--- src/rtl/alu_pkg.sv ---
// Shared definitions for the 64-bit ALU block: data width, operation codes,
// condition-code record and flag helper functions.
package alu_pkg;

    localparam int unsigned DataWidth = 64;

    typedef enum logic [1:0] {
        OpAdd = 2'b00,
        OpSub = 2'b01,
        OpAnd = 2'b10,
        OpXor = 2'b11
    } alu_op_e;

    typedef struct packed {
        logic zero;
        logic sign;
        logic ovf;
    } alu_cc_t;

    // Signed overflow judged from operand and result sign bits only.
    function automatic logic add_ovf(input logic a_msb, input logic b_msb, input logic r_msb);
        return (a_msb == b_msb) && (r_msb != a_msb);
    endfunction

    function automatic logic sub_ovf(input logic a_msb, input logic b_msb, input logic r_msb);
        return (a_msb != b_msb) && (r_msb != a_msb);
    endfunction

    function automatic logic is_arith(input alu_op_e op);
        return (op == OpAdd) || (op == OpSub);
    endfunction

endpackage

--- src/rtl/alu_add64.sv ---
// 64-bit ripple-carry adder shared by the add and subtract operations.
module alu_add64
    import alu_pkg::*;
(
    input  logic [DataWidth-1:0] a,
    input  logic [DataWidth-1:0] b,
    input  logic                 cin,
    output logic [DataWidth-1:0] sum,
    output logic                 cout
);

    logic [DataWidth:0] carry;

    assign carry[0] = cin;

    for (genvar i = 0; i < DataWidth; i++) begin : g_fa
        assign sum[i]       = a[i] ^ b[i] ^ carry[i];
        assign carry[i + 1] = (a[i] & b[i]) | (carry[i] & (a[i] ^ b[i]));
    end

    assign cout = carry[DataWidth];

endmodule

--- src/rtl/alu_block_64.sv ---
// 64-bit ALU (add/sub/and/xor) with combinational result and an optional
// condition-code register enabled by the ALU_BLOCK_CC_EN macro.
module alu_block_64
    import alu_pkg::*;
(
    input  logic                 clk,
    input  logic                 rst,
    input  logic [DataWidth-1:0] Ain,
    input  logic [DataWidth-1:0] Bin,
    input  logic                 S1,
    input  logic                 S0,
    input  logic                 set_cc,
    output logic [DataWidth:0]   Final_Output,
    output logic                 zf,
    output logic                 sf,
    output logic                 of
);

    alu_op_e              op;
    logic [DataWidth-1:0] add_b;
    logic                 add_cin;
    logic [DataWidth-1:0] add_sum;
    logic                 add_cout;
    logic [DataWidth-1:0] result;
    logic                 carry_out;
    alu_cc_t              cc_comb;

    assign op = alu_op_e'({S1, S0});

    // Subtraction reuses the adder as Ain + ~Bin + 1.
    always_comb begin
        add_b   = Bin;
        add_cin = 1'b0;
        if (op == OpSub) begin
            add_b   = ~Bin;
            add_cin = 1'b1;
        end
    end

    alu_add64 u_add64 (
        .a    (Ain),
        .b    (add_b),
        .cin  (add_cin),
        .sum  (add_sum),
        .cout (add_cout)
    );

    always_comb begin
        result    = add_sum;
        carry_out = 1'b0;
        unique case (op)
            OpAdd, OpSub: begin
                result    = add_sum;
                carry_out = add_cout;
            end
            OpAnd: result = Ain & Bin;
            OpXor: result = Ain ^ Bin;
            default: ;
        endcase
    end

    assign Final_Output = {carry_out, result};

    always_comb begin
        cc_comb.zero = (result == '0);
        cc_comb.sign = result[DataWidth-1];
        cc_comb.ovf  = 1'b0;
        if (is_arith(op)) begin
            cc_comb.ovf = (op == OpAdd)
                ? add_ovf(Ain[DataWidth-1], Bin[DataWidth-1], result[DataWidth-1])
                : sub_ovf(Ain[DataWidth-1], Bin[DataWidth-1], result[DataWidth-1]);
        end
    end

`ifdef ALU_BLOCK_CC_EN
    alu_cc_t cc_q;
    alu_cc_t cc_d;

    assign cc_d = set_cc ? cc_comb : cc_q;

    always_ff @(posedge clk or posedge rst) begin
        if (rst) begin
            cc_q <= '0;
        end else begin
            cc_q <= cc_d;
        end
    end

    assign zf = cc_q.zero;
    assign sf = cc_q.sign;
    assign of = cc_q.ovf;
`else
    // Flag logic is compiled out; inputs and combinational flags are intentionally unused.
    logic unused_cc_inputs;
    assign unused_cc_inputs = ^{clk, rst, set_cc, cc_comb};

    assign zf = 1'b0;
    assign sf = 1'b0;
    assign of = 1'b0;
`endif

endmodule

--- config.mk ---
export PLATFORM = sky130hd
export DESIGN_NAME = alu_block_64
export DESIGN_NICKNAME = d
export VERILOG_FILES = /design/src/rtl/alu_pkg.sv /design/src/rtl/alu_add64.sv /design/src/rtl/alu_block_64.sv
export SDC_FILE = /design/constraint.sdc
export NUM_CORES = 1
export LEC_CHECK = 0
export CAP_MARGIN = 20
export CORE_ASPECT_RATIO = 0.5
export CORE_MARGIN = 3
export CORE_UTILIZATION = 44
export DETAILED_ROUTE_END_ITERATION = 10
export PLACE_DENSITY = 0.95
export SYNTH_ARGS = -nofsm -noshare
export SYNTH_HDL_FRONTEND = slang
export SYNTH_SLANG_ARGS = --single-unit
--- constraint.sdc ---
create_clock -name vclk -period 52.4
set_clock_uncertainty 0.2 [all_clocks]
set_input_delay 10.48 -clock vclk [all_inputs]
set_output_delay 10.48 -clock vclk [all_outputs]
set_load 0.03 [all_outputs]
---- Yosys cells after proc, flatten, opt, wreduce, memory -nomap -nowiden ----
Cells that the tools add are included.
storage, ports and cells
  output and inout port bits .............. 68
  flip-flop bits (word level) ............. 0
  logic and storage cells ................. 332
operators by class
  multiplexer cells ....................... 4
  reductions and logical operators ........ 2
  equal/unequal tests ..................... 3
  bitwise gates (word level) .............. 323
operator list
  kind                                                                   count
  64-bit case mux with 3 select lines                                    1
  1-bit bitwise AND                                                      128
  1-bit bitwise XOR                                                      128
  64-bit bitwise AND                                                     1
  64-bit 2-to-1 mux                                                      1
  64-bit inverter                                                        1
  1-bit bitwise OR                                                       64
  64-bit bitwise XOR                                                     1
  2-bit equality test, second input constant                             2
  2-bit by 1-bit equality test with 1-bit output, second input constant  1
  2-bit zero test                                                        1
  1-bit 2-to-1 mux                                                       2
  2-bit OR reduction                                                     1

---- Longest topological paths before layout ----
  depth in word-level cells ............... 132
  gate-level depth with buffers ........... 71
  gate-level depth less buffers ........... 68

---- By module ----
From an unflattened synthesis, not the netlist that was laid out.
second synthesis, totals
  cells, all modules ...................... 430
  area, all modules ....................... 4129.0 sq um
by module, submodules not included
  module        area an instance (sq um)  times used  sequential area each (sq um)  cells each
  alu_block_64  2810.2                    1           0.0                           356
  alu_add64     1318.8                    1           0.0                           74

---- Worst setup path after synthesis ----
Ideal clock, no wire load.
  path kind ............................... input to output
  start point ............................. input port S0
  end point ............................... output port Final_Output[63]
  buffers on the path ..................... 2
  stages on the path ...................... 70
  data required time ...................... 41.720 ns
  setup slack ............................. 3.954 ns
  arrival ................................. 37.766 ns
  cells stage by stage .................... nor2b_1 -> buf_4 -> buf_6 -> mux2i_1 -> fa_1 -> fa_1 -> fa_1 -> fa_1 -> fa_1 -> fa_1 -> fa_1 -> fa_1 -> fa_1 -> fa_1 -> fa_1 -> fa_1 -> fa_1 -> fa_1 -> (+34 left out) -> fa_1 -> fa_1 -> fa_1 -> fa_1 -> fa_1 -> fa_1 -> fa_1 -> fa_1 -> fa_1 -> fa_1 -> fa_1 -> fa_1 -> inv_1 -> fa_1 -> inv_1 -> fa_1 -> fa_1 -> mux2i_1
between the ends
  cells in the longest elaborated chain, start to end .. 131
RTL lines
  what                                            RTL line                                text
  start: declaration                              alu_block_64.sv:11                      input logic S0,
  2-bit by 1-bit equality test with 1-bit output  alu_block_64.sv:34, alu_block_64.sv:51
  64-bit 2-to-1 mux                               alu_block_64.sv:34                      if (op == OpSub) begin
  1-bit bitwise XOR                               alu_add64.sv:18                         assign carry[i + 1] = (a[i] & b[i]) | (carry[i] & (a[i] ^ b[i]));
  1-bit bitwise AND                               alu_add64.sv:18
  1-bit bitwise OR                                alu_add64.sv:18
  1-bit bitwise AND                               alu_add64.sv:18
  1-bit bitwise OR                                alu_add64.sv:18
  1-bit bitwise AND                               alu_add64.sv:18
  (+115 left out)                                 --
  1-bit bitwise AND                               alu_add64.sv:18
  1-bit bitwise OR                                alu_add64.sv:18
  1-bit bitwise AND                               alu_add64.sv:18
  1-bit bitwise OR                                alu_add64.sv:18
  1-bit bitwise AND                               alu_add64.sv:18
  1-bit bitwise OR                                alu_add64.sv:18
  1-bit bitwise XOR                               alu_add64.sv:17                         assign sum[i] = a[i] ^ b[i] ^ carry[i];
  64-bit case mux with 3 select lines (*)         alu_block_64.sv:51                      unique case (op)
  end: declaration                                alu_block_64.sv:13                      output logic [DataWidth:0] Final_Output,
Mark *: on every way between the ends. The rest lies on a longest branch, timed or not.

---- Final worst setup path ----
  start point ............................. input port S1
  end point ............................... output port Final_Output[63]
between the ends
  cells in the longest elaborated chain, start to end .. 131
RTL lines
  what                                            RTL line                                text
  start: declaration                              alu_block_64.sv:10                      input logic S1,
  2-bit by 1-bit equality test with 1-bit output  alu_block_64.sv:34, alu_block_64.sv:51
  64-bit 2-to-1 mux                               alu_block_64.sv:34
  1-bit bitwise XOR                               alu_add64.sv:18
  1-bit bitwise AND                               alu_add64.sv:18
  1-bit bitwise OR                                alu_add64.sv:18
  1-bit bitwise AND                               alu_add64.sv:18
  1-bit bitwise OR                                alu_add64.sv:18
  1-bit bitwise AND                               alu_add64.sv:18
  (+115 left out)                                 --
  1-bit bitwise AND                               alu_add64.sv:18
  1-bit bitwise OR                                alu_add64.sv:18
  1-bit bitwise AND                               alu_add64.sv:18
  1-bit bitwise OR                                alu_add64.sv:18
  1-bit bitwise AND                               alu_add64.sv:18
  1-bit bitwise OR                                alu_add64.sv:18
  1-bit bitwise XOR                               alu_add64.sv:17
  64-bit case mux with 3 select lines (*)         alu_block_64.sv:51
Marked as above.

==> flow_summary.json <==
{
  "period_minus_slack_ps": 50140,
  "worstSetupPathType": "in2out",
  "avgSynthCellArea_um2": 10.64,
  "fmax_ghz": 0.01994,
  "seq_cells": 0,
  "tightest_slew_ps": 1161,
  "die_h_um": 76.60,
  "initial_utilization": 0.4582,
  "finalSetupViolations": 0,
  "synth.area.mux_share": 0.2902,
  "drt-total-wl_mm": 11.64,
  "die_w_um": 147.2,
  "vias_per_cell": 4.938,
  "pwr-share-clk": 0,
  "final_cells": 723,
  "gp_congestion": 0.8452,
  "grt.total_usage": 0.2072,
  "drt_iter0_drc": 89,
  "required_ps": 41720,
  "synth_compound_area_frac": 0.001141,
  "dpl.cell_count": 723,
  "hold_path.class": "in2out",
  "synth_cell_types": 14,
  "slowest_delay_ps": 710,
  "antenna_found_initial": 0,
  "yosys_warnings": 0,
  "drcViolationCount": 0,
  "internal_power_uw": 49.12,
  "hpwl_mm": 9.640,
  "post_drt_wl_per_cell_um": 16.11,
  "setup_slack_ps": 2257,
  "leakage_uw": 0.002955,
  "critPathMaxFanout": 32,
  "holdPathStages": 5,
  "post_cts_resized": 0,
  "core_um2": 9572,
  "crit_top_cell": "fa_1",
  "syn_area_um2": 4385,
  "synth_top_family_by_area": "adder cells",
  "seqCellArea_um2": 0,
  "post_cts_buffers": 0,
  "drive_gt1_frac": 0.01361,
  "grt_pass1_vias": 4062,
  "area_delta_synth_final_pct": 44.02,
  "yosys.area_share.adder": 0.4702,
  "dieArea_um2": 11270,
  "dp_slack_ps": 2058,
  "ant_nets": 0,
  "end_kind": "output pin",
  "p_comb_frac": 1.000,
  "port_buffers": 195,
  "nClkBuffers": 0,
  "totalPowerFinal_uw": 104.7,
  "grt_max_degree": 67,
  "synthCells": 412,
  "tns_ps": 0,
  "vias": 3570,
  "nFillCells": 779,
  "rows": 25,
  "outcome": "finished clean",
  "cap_violations": 0,
  "hold_violations": 0,
  "critPathArrivalTime_ps": 39460,
  "synth-simple-area-share": 0.004565,
  "synth-seq-area-share": 0,
  "first_pass_iters": 6,
  "synth-xor-area-share": 0.1258,
  "slew_headroom": 0.2259,
  "min_from": "Ain[56]",
  "p_sw_frac": 0.5307,
  "grt-ovfl-total": 0,
  "ir_drop_mv": 0.007018,
  "cpMaxStageDelayCell": "clkdlybuf4s50_1",
  "period_share": 0.9569,
  "rsz0062_at_grt": "false",
  "nNetsFinal": 850,
  "antenna_cells": 0,
  "io-pin-count": 201,
  "p_seq_frac": 0,
  "p_per_area_nw_per_um2": 16.57,
  "drv_slew": 0,
  "p_switching_uw": 55.56,
  "start_kind": "primary input",
  "grt_pass1_wl_mm": 19.63,
  "holdPathEnd": "Final_Output[56]",
  "postCtsHoldBufs": 0
}
-- critical path: cells and delay by family --
family | cells | cell delay [ps]
simple gates | 1 | 100
buf+inv | 5 | 1440
fa+ha+maj | 63 | 27100
mux | 2 | 320
-- through the flow --
step	area, um^2	util	hold slack [ps]
floorplan	4393	-	21090
detailed placement	6316	0.6599	22080
finish	6316	0.6599	22080
global placement	6316	0.6599	22070
CTS	6316	0.6599	22080
global route	6316	0.6599	22130
-- synthesized netlist by cell type --
| master | instances | area, um^2 |
|---|---|---|
| a21oi_1 | 1 | 5.000 |
| mux2i_1 | 126 | 1261 |
| mux2_2 | 1 | 11.26 |
| fa_1 | 63 | 1261 |
| ha_1 | 64 | 800.8 |
| nor2b_1 | 2 | 12.51 |
| xnor2_1 | 62 | 543.0 |
| xor2_1 | 1 | 8.760 |
| buf_2 | 1 | 5.000 |
| buf_4 | 12 | 90.09 |
| conb_1 | 1 | 3.750 |
| nor2_1 | 2 | 7.510 |
| inv_1 | 64 | 240.2 |
| buf_6 | 12 | 135.1 |
-- power by group through the flow --
| stage | clock, uW | combinational, uW | sequential, uW |
|---|---|---|---|
| 2_1_floorplan | 0 | 63.1 | 0 |
| 3_5_place_dp | 0 | 106 | 0 |
| 5_1_grt | 0 | 114 | 0 |
| 4_1_cts | 0 | 106 | 0 |
| 3_3_place_gp | 0 | 102 | 0 |
| 6_report | 0 | 105 | 0 |
-- per-layer routing --
layer | track usage | up-vias | wire length, um
li1 | - | 1699 | -
met3 | 0.01783 | 38 | 347
met4 | 0.07063 | 0 | 507
met5 | 0 | - | 0
met1 | 0.2248 | 1736 | 4448
met2 | 0.4197 | 97 | 6340
-- how the worst max path moves through the flow --
| stage | from | to | slack [ps] | cells past startpoint |
|---|---|---|---|---|
| 2_1_floorplan | S0 | Final_Output[63] | 3950 | 70 |
| 3_3_place_gp | S1 | Final_Output[63] | 2130 | 71 |
| 3_5_place_dp | S1 | Final_Output[63] | 2060 | 71 |
| 4_1_cts | S1 | Final_Output[63] | 1940 | 71 |
| 5_1_grt | S1 | Final_Output[63] | 1050 | 71 |
| 6_report | S1 | Final_Output[63] | 2260 | 71 |
-- final cells by class --
cell class | instances | area (um^2) | share of cell area
inverters | 64 | 240.2 | 0.03803
multi-input cells | 325 | 3930 | 0.6222
well taps | 135 | 168.9 | 0.02674
repair buffers | 199 | 1977 | 0.3130
-- cell families after synthesis --
kind of cell | count (synthesis)
muxes | 127
adders and majority gates | 127
buffers and inverters | 89
xor gates and xnor gates | 63
and+or+nand+nor | 4
AOI/OAI and AO/OA | 1
other | 1
-- cells in the final DEF, fill, tap and decap left out, drive strengths merged --
cell and count:
fa 63, nor2b 2, mux2i 126, clkdlybuf4s50 193
buf 6, xnor2 62, xor2 1, inv 64
mux2 1, a21oi 1, nor2 2, ha 64
conb 3
Note: power is estimated with default switching activity, not from simulation.
==> variant: new RTL, same settings <==
`DataWidth`: 64 -> 128.
--- a/src/rtl/alu_pkg.sv
+++ b/src/rtl/alu_pkg.sv
@@ -2,7 +2,7 @@
 // condition-code record and flag helper functions.
 package alu_pkg;
 
-    localparam int unsigned DataWidth = 64;
+    localparam int unsigned DataWidth = 128;
 
     typedef enum logic [1:0] {
         OpAdd = 2'b00,
Interface: changed (resized Ain, Bin and Final_Output); port bits go from 201 to 393. The function was not compared with the original's and may differ.
==> variant against the original RTL <==
- the run now ends with negative setup slack left
- power grew 140%
- routed wire length grew 140%
- cell count grew 100%
- worst hold slack lost 0.56 ns
- worst setup slack lost 20 ns
- synthesized area grew 98%
- final area grew 120%
- synthesized cell count grew 99%
- via count grew 110%
- critical endpoint is now Final_Output[127]
- largest power group unchanged
- highest routed layer is now met5
==> variant: results (changes against the original RTL) <==
- The iteration-0 DRC count of the detailed router came to 184 (+110%).
- The number of buffers inserted by port buffering was 387 (+98%).
- The worst hold path begins at S1.
- Counting instances in the post-synthesis netlist gives the leading cell types as 254 x sky130_fd_sc_hd__mux2i_1, 128 x sky130_fd_sc_hd__ha_1, 128 x sky130_fd_sc_hd__inv_1.
- The global placer's final weighted congestion is 0.9167 (+8.5%).
- The via count of the first global-routing pass is 8484 (+110%).
- The maximum fanout count along the critical path came to 3 (-91%).
- The count of cell types in the netlist was 14 (unchanged).
- The transition time of the tightest slew-check pin was 1.058 ns (-0.1028 ns).
- The maximum number of pins on one net before global-route repair came to 104 (+55%).
- The global-route wire length before repair is 44550 um (+130%).
- The arrival time of the worst setup path is 59.36 ns (+19.90 ns).
- The setup violation total in the final timing report came to 49 (+49).
- The number of search-and-repair iterations in the first detailed-routing pass is 4 (-2).
- The total number of vias is 7346 (+110%).
- The reported leakage power is 6.094 nW (+110%).
- The final reports fail on negative setup slack.
- The design internal power is 0.1236 mW (+150%).
- The longest individual stage delay on the worst path is 0.55 ns (-0.16 ns).
- The worst setup margin was -17.64 ns (-19.90 ns).
- The flip-flop and latch count is 0 (unchanged).
- The number of instances in the placed design was 1464 (+100%).
- The net total in the final layout came to 1724 (+100%).
- The average vias per placed instance is 5.014 (+1.6%).
- The initial antenna violation count is 1 (+1).
- The half-perimeter wire length after detailed placement is 24200 um (+150%).
- The flow ran to the end, but the final reports show violations.
- The average cell area after synthesis is 10.61 um^2 (-0.29%).
- The overall global routing resource usage was 0.2582 (+0.05099).
- Ranked by total cell area, the synthesized netlist is headed by sky130_fd_sc_hd__fa_1 29%, sky130_fd_sc_hd__mux2i_1 29%, sky130_fd_sc_hd__ha_1 18%.
- The highest ir drop seen on vdd is 0.00001111 V (+58%).
- The detail-routed net length per standard cell was 19.40 um (+20%).
- The slowest stage of the critical path belongs to the cell sky130_fd_sc_hd__fa_2.
- The fraction of layout cells with a size suffix above 1 was 0.2338 (+0.2202).
[variant: cell types whose count changed in the layout (fill, tap and decap cells not counted), moves of 2 or more]
cell | before | now
sky130_fd_sc_hd__fa_2 | 0 | 126
sky130_fd_sc_hd__mux2i_4 | 0 | 47
sky130_fd_sc_hd__fa_1 | 63 | 1
sky130_fd_sc_hd__buf_6 | 0 | 42
sky130_fd_sc_hd__mux2i_1 | 126 | 206
sky130_fd_sc_hd__xnor2_1 | 62 | 126
sky130_fd_sc_hd__buf_4 | 6 | 50
sky130_fd_sc_hd__buf_12 | 0 | 9
sky130_fd_sc_hd__dlygate4sd2_1 | 0 | 2
sky130_fd_sc_hd__inv_1 | 64 | 127
sky130_fd_sc_hd__ha_1 | 64 | 128
sky130_fd_sc_hd__clkdlybuf4s50_1 | 193 | 327
[variant: final cells by class]
cell class	instances	area, um^2
fill	1288	4940
inverter	128	480.5
timing repair buffer	433	4355
multi-input combinational	645	8775
tap	259	324.1
[variant: through the flow]
step                      cell area [um^2]  power [mW]  setup slack (ns)  setup TNS [ns]
after CTS                            13910      0.2556            -17.95         -458.65
final                                13930      0.2539            -17.64         -445.49
after detailed placement             13750      0.2480            -18.13         -467.14
after global routing                 13930      0.2734            -19.10         -504.50
after global placement               13750      0.2403            -17.60         -443.57
after floorplan                       9605      0.1536            -16.47         -396.15
[variant: path summary, 6_finish.rpt]
check	to	slack, ns	depth (start not counted)
setup / recovery	Final_Output[127]	-17.64	134
hold / removal	Final_Output[128]	21.52	4
[variant: power groups by stage]
stage | clock network (mW) | registers [mW] | logic (mW)
after detailed placement | 0 | 0 | 0.248
after floorplan | 0 | 0 | 0.154
after CTS | 0 | 0 | 0.256
final | 0 | 0 | 0.254
after global placement | 0 | 0 | 0.240
after global routing | 0 | 0 | 0.273
[variant: routing by layer]
layer  GRT usage  part of all wire
met5           0           0.00046
met2      0.4871              0.53
met3     0.03610             0.039
met4      0.1133             0.053
met1      0.2895              0.38
[variant: kinds of logic (layout without fill, tap and decap cells)]
group,Yosys count,count (layout),share of synthesized area
xor+xnor,127,127,0.1281
fa+ha+maj,255,255,0.4773
buf+inv,175,561,0.09713
compound gates,1,1,0.0005759
other cells,1,3,0.0004319
mux,255,255,0.2941
simple gates,4,4,0.002306
[variant: worst max-delay path, delay by kind of cell]
kind / cells / cell delay, ns
adders and majority gates: 127 / 48.05
buffers and inverters: 4 / 0.39
muxes: 2 / 0.18
and+or+nand+nor: 1 / 0.16
[variant: timing repair]
action                                  CTS  global route
gates cloned                              0             0
endpoints found under the hold margin     0             0
setup buffers                             0             1
pin swaps                                 1             0
endpoints found under the setup margin   50            51
gates resized for setup                  56             4
